## src/rtl/exit_park.sv

```systemverilog
// exit_park: single-lane exit controller for a small car park.
// An exit request latches the space number. The space's occupancy bit is
// then checked. A valid exit clears that space, opens the gate for
// GATE_CYCLES cycles, waits for the gate to report closed and counts the
// exit. A request for an unoccupied space produces a one-cycle error pulse.
//
// Ports:
//   clk              system clock, rising-edge active
//   rst_n            asynchronous active-low reset
//   exit             exit request (level, sampled only when idle)
//   exit_space[2:0]  space being vacated, valid with exit
//   parking_capacity occupancy bitmap, bit n = 1 -> space n occupied
//   gate_closed      gate position sensor, 1 = fully closed
//   clear_mask[7:0]  one-cycle one-hot strobe clearing the vacated space
//   gate_open        gate drive, 1 = open
//   exit_error       one-cycle pulse when the requested space is empty
//   busy             high whenever the controller is not idle
//   exit_count[7:0]  successful exits, wraps 255 -> 0
module exit_park #(
    parameter int unsigned GATE_CYCLES = 8
) (
    input  logic       clk,
    input  logic       rst_n,
    input  logic       exit,
    input  logic [2:0] exit_space,
    input  logic [7:0] parking_capacity,
    input  logic       gate_closed,
    output logic [7:0] clear_mask,
    output logic       gate_open,
    output logic       exit_error,
    output logic       busy,
    output logic [7:0] exit_count
);

    typedef enum logic [1:0] {
        IDLE,
        CHECK,
        OPEN,
        WAIT_CLOSE
    } state_t;

    state_t     r_state;
    state_t     w_state_nxt;

    logic [2:0] r_space;
    logic [7:0] r_timer;
    logic [7:0] r_clear_mask;
    logic       r_gate_open;
    logic       r_exit_error;
    logic       r_busy;
    logic [7:0] r_exit_count;

    logic [2:0] w_space_nxt;
    logic [7:0] w_timer_nxt;
    logic [7:0] w_clear_mask_nxt;
    logic       w_gate_open_nxt;
    logic       w_exit_error_nxt;
    logic       w_busy_nxt;
    logic [7:0] w_exit_count_nxt;

    // State register
    always_ff @(posedge clk or negedge rst_n) begin
        if (!rst_n) begin
            r_state <= IDLE;
        end else begin
            r_state <= w_state_nxt;
        end
    end

    // Next-state logic
    always_comb begin
        w_state_nxt = r_state;
        case (r_state)
            IDLE:       if (exit) w_state_nxt = CHECK;
            CHECK:      w_state_nxt = parking_capacity[r_space] ? OPEN : IDLE;
            OPEN:       if (r_timer == '0) w_state_nxt = WAIT_CLOSE;
            WAIT_CLOSE: if (gate_closed) w_state_nxt = IDLE;
            default:    w_state_nxt = IDLE;
        endcase
    end

    // Output logic: computes the next value of every registered output so
    // that all outputs change on the same edge as the state they belong to.
    always_comb begin
        w_space_nxt      = r_space;
        w_timer_nxt      = r_timer;
        w_clear_mask_nxt = '0;
        w_gate_open_nxt  = r_gate_open;
        w_exit_error_nxt = 1'b0;
        w_exit_count_nxt = r_exit_count;
        w_busy_nxt       = (w_state_nxt != IDLE);
        case (r_state)
            IDLE: begin
                if (exit) w_space_nxt = exit_space;
            end
            CHECK: begin
                if (parking_capacity[r_space]) begin
                    w_clear_mask_nxt = 8'd1 << r_space;
                    w_gate_open_nxt  = 1'b1;
                    w_timer_nxt      = 8'(GATE_CYCLES - 1);
                    w_exit_count_nxt = r_exit_count + 8'd1;
                end else begin
                    w_exit_error_nxt = 1'b1;
                end
            end
            OPEN: begin
                // Timer loaded with GATE_CYCLES-1; the gate drops on the
                // edge that sees zero, giving exactly GATE_CYCLES open cycles.
                if (r_timer == '0) begin
                    w_gate_open_nxt = 1'b0;
                end else begin
                    w_timer_nxt = r_timer - 8'd1;
                end
            end
            WAIT_CLOSE: begin
                w_gate_open_nxt = 1'b0;
            end
            default: begin
                w_gate_open_nxt = 1'b0;
            end
        endcase
    end

    // Output and datapath registers
    always_ff @(posedge clk or negedge rst_n) begin
        if (!rst_n) begin
            r_space      <= '0;
            r_timer      <= '0;
            r_clear_mask <= '0;
            r_gate_open  <= 1'b0;
            r_exit_error <= 1'b0;
            r_busy       <= 1'b0;
            r_exit_count <= '0;
        end else begin
            r_space      <= w_space_nxt;
            r_timer      <= w_timer_nxt;
            r_clear_mask <= w_clear_mask_nxt;
            r_gate_open  <= w_gate_open_nxt;
            r_exit_error <= w_exit_error_nxt;
            r_busy       <= w_busy_nxt;
            r_exit_count <= w_exit_count_nxt;
        end
    end

    assign clear_mask = r_clear_mask;
    assign gate_open  = r_gate_open;
    assign exit_error = r_exit_error;
    assign busy       = r_busy;
    assign exit_count = r_exit_count;

endmodule

```

## config.mk

```make
export PLATFORM = sky130hd
export DESIGN_NAME = exit_park
export DESIGN_NICKNAME = d
export VERILOG_FILES = /design/src/rtl/exit_park.sv
export SDC_FILE = /design/constraint.sdc
export NUM_CORES = 1
export LEC_CHECK = 0
export CAP_MARGIN = 15
export CORE_ASPECT_RATIO = 1.75
export CORE_MARGIN = 8
export CORE_UTILIZATION = 50
export CTS_CLUSTER_DIAMETER = 30
export DETAILED_ROUTE_END_ITERATION = 8
export PLACE_DENSITY = 0.85
export SLEW_MARGIN = 20
export SYNTH_ARGS = -nofsm -noshare
export SYNTH_HDL_FRONTEND = slang
export SYNTH_SLANG_ARGS = --single-unit
```

## constraint.sdc

```tcl
create_clock -name clk -period 2.32 [get_ports clk]
set_input_delay 0.464 -clock clk [delete_from_list [all_inputs] [get_ports clk]]
set_output_delay 0.464 -clock clk [all_outputs]
set_load 0.03 [all_outputs]
```

After elaboration in Yosys (flattened, before gate mapping)
Cells that the tools add are included.
- register bits: 32
- input bits: 15
- logic and storage cells: 44
- shift-type cells: 1
- $lt $le $gt $ge: 1
- $add $sub $neg: 2
- reductions and logical operators: 9
- eq/ne operators: 6
- muxes and demuxes: 17
- operators by type and width (operator ; count):
    $mux W8 ; 4
    $pmux W8 S2 ; 1
    $add A8 B1 Y8 const B ; 1
    $logic_not A8 Y1 ; 1
    $mux W2 ; 4
    $pmux W2 S4 ; 1
    $shl A1 B3 Y8 const A ; 1
    $sub A8 B1 Y8 const B ; 1
    $ne A2 B2 Y1 const B ; 3
    $reduce_and A3 Y1 ; 2
    $mux W1 ; 5
    $eq A2 B2 Y1 const B ; 2
    $lt A3 B4 Y1 const B ; 1
    $reduce_and A2 Y1 ; 2
    $reduce_bool A2 Y1 ; 2
    $bmux W1 S3 ; 1
    $pmux W1 S3 ; 1
    $reduce_bool A3 Y1 ; 1
    $eq A2 B1 Y1 const B ; 1
    $logic_not A2 Y1 ; 1

Longest topological paths before layout
Gate-level depths: netlist of run 1.
- word-level depth: 5
- mapped depth: 6

Least setup slack after synthesis of run 1
No wires, ideal clock.
- kind: reg2reg
- start point: register r_timer[0]
- end point: register r_timer[6]
- required time: 2.246 ns
- cell stages (with the launch flop): 6
- arrival time: 1.696 ns
- setup slack: 0.551 ns
- library setup time: 0.074 ns
- path buffers: 0
- path through: dfrtp_1 > inv_1 > ha_1 > or4b_4 > or4_4 > o21ai_2
- cells in the longest elaborated chain, start to end: 3
- elaborated cells on any way between the ends: 6
- ends and longest elaborated chain (element ; RTL line ; text):
    start: declaration ; 46 ; logic [7:0] r_timer;
    start signal: assignment ; 136 ; r_timer <= w_timer_nxt;
    $sub A8 B1 Y8 or $logic_not A8 Y1 (tied branches) ; 112, 109 ;
    $mux W8 or $ne A2 B2 Y1 (tied branches) ; -- ;
    $pmux W8 S2 or $reduce_and A3 Y1 (tied branches) ; -- ;
Parallel ways exist; a longest one is shown, timed or not. The select of a mux whose other input is x is not followed.
A chain may end at the register's enable or synchronous reset.

Final worst setup path of run 1
- start point: register r_exit_count[2] (netlist: exit_count[2])
- end point: output exit_count[2]
- RTL lines (element ; RTL line ; text):
    start: declaration ; 51 ; logic [7:0] r_exit_count;
    start signal: assignment ; 141 ; r_exit_count <= w_exit_count_nxt;
    end: declaration ; 32 ; output logic [7:0] exit_count
No word-level cell between the ends.

==> run summary, run 1 <==
TritonRoute pass-1 iters - 4
Largest stage delay, worst path - 0.71 ns
GP Congestion - 0.8570
VDD IR max - 690.3 uV
number of fill cells - 257
clock-pin transition on the worst setup and hold timing paths - 0.07 ns
EDFF count, synth - 0
Num Clock Sinks - 32
cts-stage hold buffer count - 0
via count - 1,278
startpoint types - register
CP max-delay cell - clkdlybuf4s50_1
Post-CTS Repair Setup Buffers - 0
Yosys cell types - 46
number of global-route vias before repair - 1,310
Die W - 58.50 um
FF+latch area - 800.8 um2
HPWL Detailed - 2859 um
CTS Buf Count - 5
ys async rst share - 100.0%
first-pass GRT wire length - 6078 um
Clock Path Buffers - 2
delay-heaviest family, CP - buffers and inverters
remaining antenna violation count after routing - 0
CTS tree - yes
dpl ws - 0.2862 ns
Slew Limit Headroom - 68.88%
post-layout minimum cycle time - 1.902 ns
pwr dens - 1207 nW/um2
post-cts resize count - 0
status - complete, no violations
clk_skew - 0.008439 ns
clock root cell - clkbuf_8
ANT cells - 0
number of H-tree levels - 2
max-cap viol count - 0
Setup CP Type - register to primary output
DRT iter0 DRCs - 18
endpoints failing hold - 0
area of the multi-input gates - 745.7 um2
fin worst setup slack - 0.4181 ns
Synth Register Bits - 32
Post-Place Cells - 218
Synth Warn # - 0
Synth Area per Inst - 10.90 um2
unrepaired setup endpoints after global routing - no
sequential area share after synthesis - 50.67%
core area - 3074 um2
GRT overflow - 0
CP required - 1.86 ns
drt wl/cell - 16.34 um
share of layout cells above drive strength 1 - 15.85%
CP Cell Sequence - clkdlybuf4s50_1
leakage power - 0.8237 nW
GR Util All Layers - 14.64%
final WL - 3693 um
Netlist Area Pre-Place - 1580 um2
Via density - 5.655
pin count of the biggest net entering global routing - 33
Final Max Slew Viols - 0
row count - 27
worst hold slack - 0.4707 ns
Final Cycle Share - 81.98%
crit end category - primary output
nets - 199
worst-skew pair later-pin latency - 0.28 ns
DRC - 0
setup TNS - 0 ns
Die Area - 5286 um2
maximum clock frequency - 525.8 MHz
CP bufs+invs - 1
Die Y - 90.37 um
Starting Density - 51.40%
# setup viols final - 0
PortBufs - 33
Final Total Pwr - 2.479 mW
Synth Instances - 145
I/O Pins - 34
syn_nets - 162
Layout Cells excl Fill - 226
Worst EP arrival - 1.44 ns
initial antenna violation count - 0
P&R area growth vs syn - 29.93%
worst-margin pin slew - 0.4658 ns
Min-Delay Path Class - register to register
ys flop type - dfrtp_1
Critical Path Fanout Max - 6
[worst paths after layout]
kind	startpoint	end	slack [ns]	depth (start not counted)
setup / recovery	exit_count[2]$_DFFE_PN0P_	exit_count[2]	0.42	1
hold / removal	exit_count[7]$_DFFE_PN0P_	exit_count[7]$_DFFE_PN0P_	0.47	1
setup reg to reg	r_space[1]$_DFFE_PN0P_	r_timer[5]$_DFFE_PN0P_	0.45	4
hold reg to reg	exit_count[7]$_DFFE_PN0P_	exit_count[7]$_DFFE_PN0P_	0.47	1
max in group asynchronous	rst_n	exit_count[6]$_DFFE_PN0P_	1.44	2
min in group asynchronous	rst_n	r_space[1]$_DFFE_PN0P_	0.58	2
[synth_stat cells (2+ instances only)]
| library cell | count | area, um2 |
|---|---|---|
| dfrtp_1 | 32 | 800.8 |
| nor2_1 | 11 | 41.29 |
| nor3_1 | 11 | 55.05 |
| nand2_1 | 8 | 30.03 |
| nand3_1 | 7 | 35.03 |
| mux2i_1 | 5 | 50.05 |
| or2_2 | 5 | 31.28 |
| xnor2_1 | 5 | 43.79 |
| mux2_2 | 4 | 45.04 |
| a31o_2 | 3 | 26.28 |
| nand2b_1 | 3 | 18.77 |
| nor4_1 | 3 | 18.77 |
| o21ai_0 | 3 | 15.01 |
| o31ai_1 | 3 | 22.52 |
| a211oi_1 | 2 | 15.01 |
| clkbuf_1 | 2 | 7.510 |
| ha_1 | 2 | 25.02 |
| inv_1 | 2 | 7.510 |
| nand4_1 | 2 | 12.51 |
| nor2b_1 | 2 | 12.51 |
| o211ai_1 | 2 | 15.01 |
| o21ai_2 | 2 | 17.52 |
| o22ai_2 | 2 | 25.02 |
| xor2_1 | 2 | 17.52 |
[logic make-up (layout without fill, tap and decap cells)]
kind of cell,after synthesis,in the layout,synth area share [%]
buf+inv,6,44,2.138
xor+xnor,7,7,3.880
flops,32,32,50.67
simple gates,60,60,20.59
fa+ha+maj,2,2,1.583
mux,9,9,6.017
compound gates,29,29,15.12
[state kept, by name, indices dropped and copies added, names as in the netlist]
name,flops
r_space,3
gate_open,1
r_state,2
r_timer,8
busy,1
exit_error,1
clear_mask,8
exit_count,8
[per-layer routing]
layer / vias to the layer above / global-route usage, % / part of all wire [%]
met5: - / 0 / 0
met4: 0 / 6.996 / 2.8
met3: 9 / 4.422 / 6.1
met2: 42 / 26.94 / 56
met1: 619 / 13.72 / 35
li1: 608 / - / -
[per-stage QoR]
step | instance area, um2 | util, %
final | 2053 | 66.79
after global routing | 2053 | 66.79
after CTS | 2053 | 66.79
after detailed placement | 1946 | 63.29
after global placement | 1946 | 63.29
after floorplan | 1580 | -
[report_power, final]
group / total [mW] / internal [mW] / switching, mW / leakage, nW
logic: 1.02 / 0.444 / 0.575 / 0.364
registers: 0.943 / 0.711 / 0.231 / 0.405
clock network: 0.517 / 0.318 / 0.198 / 0.0552
total: 2.48 / 1.47 / 1.01 / 0.824
[final cells by class]
class                   count  area share (%)
well taps                  43           2.620
multi-input cells         107           36.32
flip-flops and latches     32           39.00
repair buffers             34           16.45
clock inverters             2           1.706
inverters                   2          0.3656
clock buffers               6           3.534
[cell usage in the layout (no fill, tap or decap), types with 5 or more instances in the layout]
cell type        count
mux2i_1              5
xnor2_1              5
or2_2                5
clkdlybuf4s50_1     33
nand3_1              7
clkbuf_8             5
nor2_1              11
nor3_1              11
dfrtp_1             32
nand2_1              8
Power figures use the tool's default switching activity.
==> run 2: changes to the inputs <==
Settings changed: CORE_UTILIZATION 50 to 45, PLACE_DENSITY 0.85 to 0.81.
Clock period 2.32 ns to 1.6 ns, I/O delays scaled along.
==> run 2 against run 1 <==
The flow now finishes with violations (negative setup slack). Sequential power up 35%. Setup slack worse by 0.48 ns. Register-to-register slack worse by 0.52 ns. Die area up 8.6%. Worst hold slack worse by 0.027 ns. Wire length up 24%. Clock skew down 0.0040 ns. Core utilization up 2.6 points. First-iteration DRC count up 67%. Clock-buffer cell count unchanged.
==> run summary, run 2 (same netlist as run 1, synthesis figures left out) <==
status - finished with violations
violated checks - negative setup slack
VDD IR max - 1045 uV
CTS tree - yes
most frequent cells in the layout - 30 x dfrtp_1, 27 x buf_4, 19 x dlygate4sd2_1, 14 x clkdlybuf4s50_1, 11 x nor2_1
Largest stage delay, worst path - 0.48 ns
Die Area - 5739 um2
endpoints failing hold - 0
Die Y - 94.40 um
drt wl/cell - 17.97 um
Reg power frac - 29.7%
Starting Density - 46.99%
initial antenna violation count - 0
max-cap viol count - 0
I/O Pins - 34
nets - 225
Critical Path Fanout Max - 3
worst reg-to-reg path cell count - 6
ANT cells - 0
row count - 28
Via density - 5.705
Critical R2R Capture - gate_open$_DFFE_PN0P_
remaining antenna violation count after routing - 0
dpl ws - -0.2468 ns
HPWL Detailed - 3365 um
share of layout cells above drive strength 1 - 32.54%
commonest non-fill, non-tap cell in the layout - dfrtp_1
startpoint types - register
Clock Path Buffers - 2
delay-heaviest family, CP - simple AND/OR/NAND/NOR gates
CP Cell Sequence - inv_2 -> ha_4 -> or4b_4 -> and2b_2 -> o21ai_1 -> a21o_1
number of fill cells - 271
clk_skew - 0.004482 ns
clock root cell - clkbuf_8
maximum clock frequency - 600.5 MHz
Final Max Slew Viols - 0
post-layout minimum cycle time - 1.665 ns
worst-margin pin slew - 0.5758 ns
CP Depth - 6
Net Sw Power - 1.727 mW
core area - 3363 um2
worst-skew pair later-pin latency - 0.29 ns
PortBufs - 33
CP max-delay cell - or4b_4
DRC - 0
crit end category - register
# setup viols final - 7
GP Congestion - 0.8256
Slew Limit Headroom - 61.44%
clock-pin transition on the worst setup and hold timing paths - 0.07 ns
DRT iter0 DRCs - 30
Worst EP arrival - 1.85 ns
pwr dens - 1826 nW/um2
Sw Share - 40.54%
Min-Delay Path Class - input port to async pin
final WL - 4564 um
worst hold slack - 0.4437 ns
first-pass GRT wire length - 6962 um
leakage power - 1.014 nW
Final Cycle Share - 104.1%
GRT overflow - 0
CP bufs+invs - 1
via count - 1,449
GR Util All Layers - 16.17%
reg-to-reg setup timing slack - -0.07 ns
Int Pwr - 2.534 mW
Clock Power Share - 18.0%
RR Startpoint - r_timer[1]$_DFFE_PN0P_
number of H-tree levels - 2
Die W - 60.80 um
number of global-route vias before repair - 1,529
Logic pwr share - 52.3%
area of the multi-input gates - 849.6 um2
pin count of the biggest net entering global routing - 33
CP required - 1.78 ns
Num Clock Sinks - 32
unrepaired setup endpoints after global routing - yes
fin worst setup slack - -0.06517 ns
CTS Buf Count - 5
P&R area growth vs syn - 47.66%
final core utilization - 69.38%
TritonRoute pass-1 iters - 4
FF+latch area - 803.3 um2
Setup CP Type - register to register
[run 2: changes by cell type in the layout (fill, tap and decap cells not counted), moves of 2 or more]
| cell | change |
|---|---|
| inv_2 | +2 |
| dfrtp_1 | -2 |
| inv_1 | -2 |
| o21ai_0 | -2 |
| dfrtp_2 | +2 |
| mux2i_4 | +4 |
| mux2i_1 | -4 |
| clkdlybuf4s50_1 | -19 |
| buf_4 | +26 |
| dlygate4sd2_1 | +19 |
[run 2: power by group through the flow]
stage          Combinational [mW]  Clock [mW]  Sequential, mW
3_5_place_dp                 2.04           0            1.25
6_report                     2.23       0.766            1.27
4_1_cts                      2.08       0.781            1.24
5_1_grt                      2.38       0.807            1.30
3_3_place_gp                 1.96           0            1.24
2_1_floorplan                1.05           0            1.41
[run 2: timing repair]
action                                  CTS  global route
pin swaps                                 0             7
buffers inserted                          3             0
resized for setup                        25            11
hold buffers                              0             0
endpoints found under the hold margin     0             0
endpoints found under the setup margin   36            16
[run 2: worst reg2reg max path: cells and delay by family (launching register included)]
family | cells | cell delay, ns
AOI/OAI and AO/OA | 2 | 0.21
adders and majority gates | 1 | 0.13
buffers and inverters | 1 | 0.09
DFF | 1 | 0.40
and+or+nand+nor | 2 | 0.72
[run 2: worst max path at each step]
stage          slack (ns)              startpoint                   endpoint
2_1_floorplan       -0.01  r_timer[1]$_DFFE_PN0P_      gate_open$_DFFE_PN0P_
3_3_place_gp        -0.17     parking_capacity[3]  exit_count[1]$_DFFE_PN0P_
3_5_place_dp        -0.25     parking_capacity[3]  exit_count[1]$_DFFE_PN0P_
4_1_cts             -0.06  r_timer[1]$_DFFE_PN0P_      gate_open$_DFFE_PN0P_
5_1_grt             -0.11  r_timer[0]$_DFFE_PN0P_      gate_open$_DFFE_PN0P_
6_report            -0.07  r_timer[1]$_DFFE_PN0P_      gate_open$_DFFE_PN0P_
[run 2: routing by layer]
layer  vias up  track usage (%)  share of wire, %
li1        661                -                 -
met1       713            14.33                35
met2        54            30.59                56
met3        21            3.542               4.8
met4         0            10.18               3.9
met5         -                0                 0
[run 2: layout make-up]
type                            instances  share of cell area, %
Multi-Input combinational cell        107                  36.41
Inverter                                2                 0.3217
Timing Repair Buffer                   60                  21.82
Tap cell                               45                  2.413
Clock buffer                            6                  3.110
Sequential cell                        32                  34.42
Clock inverter                          2                  1.501
[run 2: per-stage QoR]
| step | setup TNS [ns] | instance area, um2 | power (mW) | instances |
|---|---|---|---|---|
| finish | -0.2522 | 2333 | 4.261 | 254 |
| global route | -0.9858 | 2333 | 4.484 | 254 |
| CTS | -0.1304 | 2267 | 4.100 | 254 |
| detailed placement | -3.646 | 2140 | 3.295 | 243 |
| global placement | -2.017 | 2140 | 3.197 | 243 |
| floorplan | -0.02416 | 1599 | 2.453 | 145 |
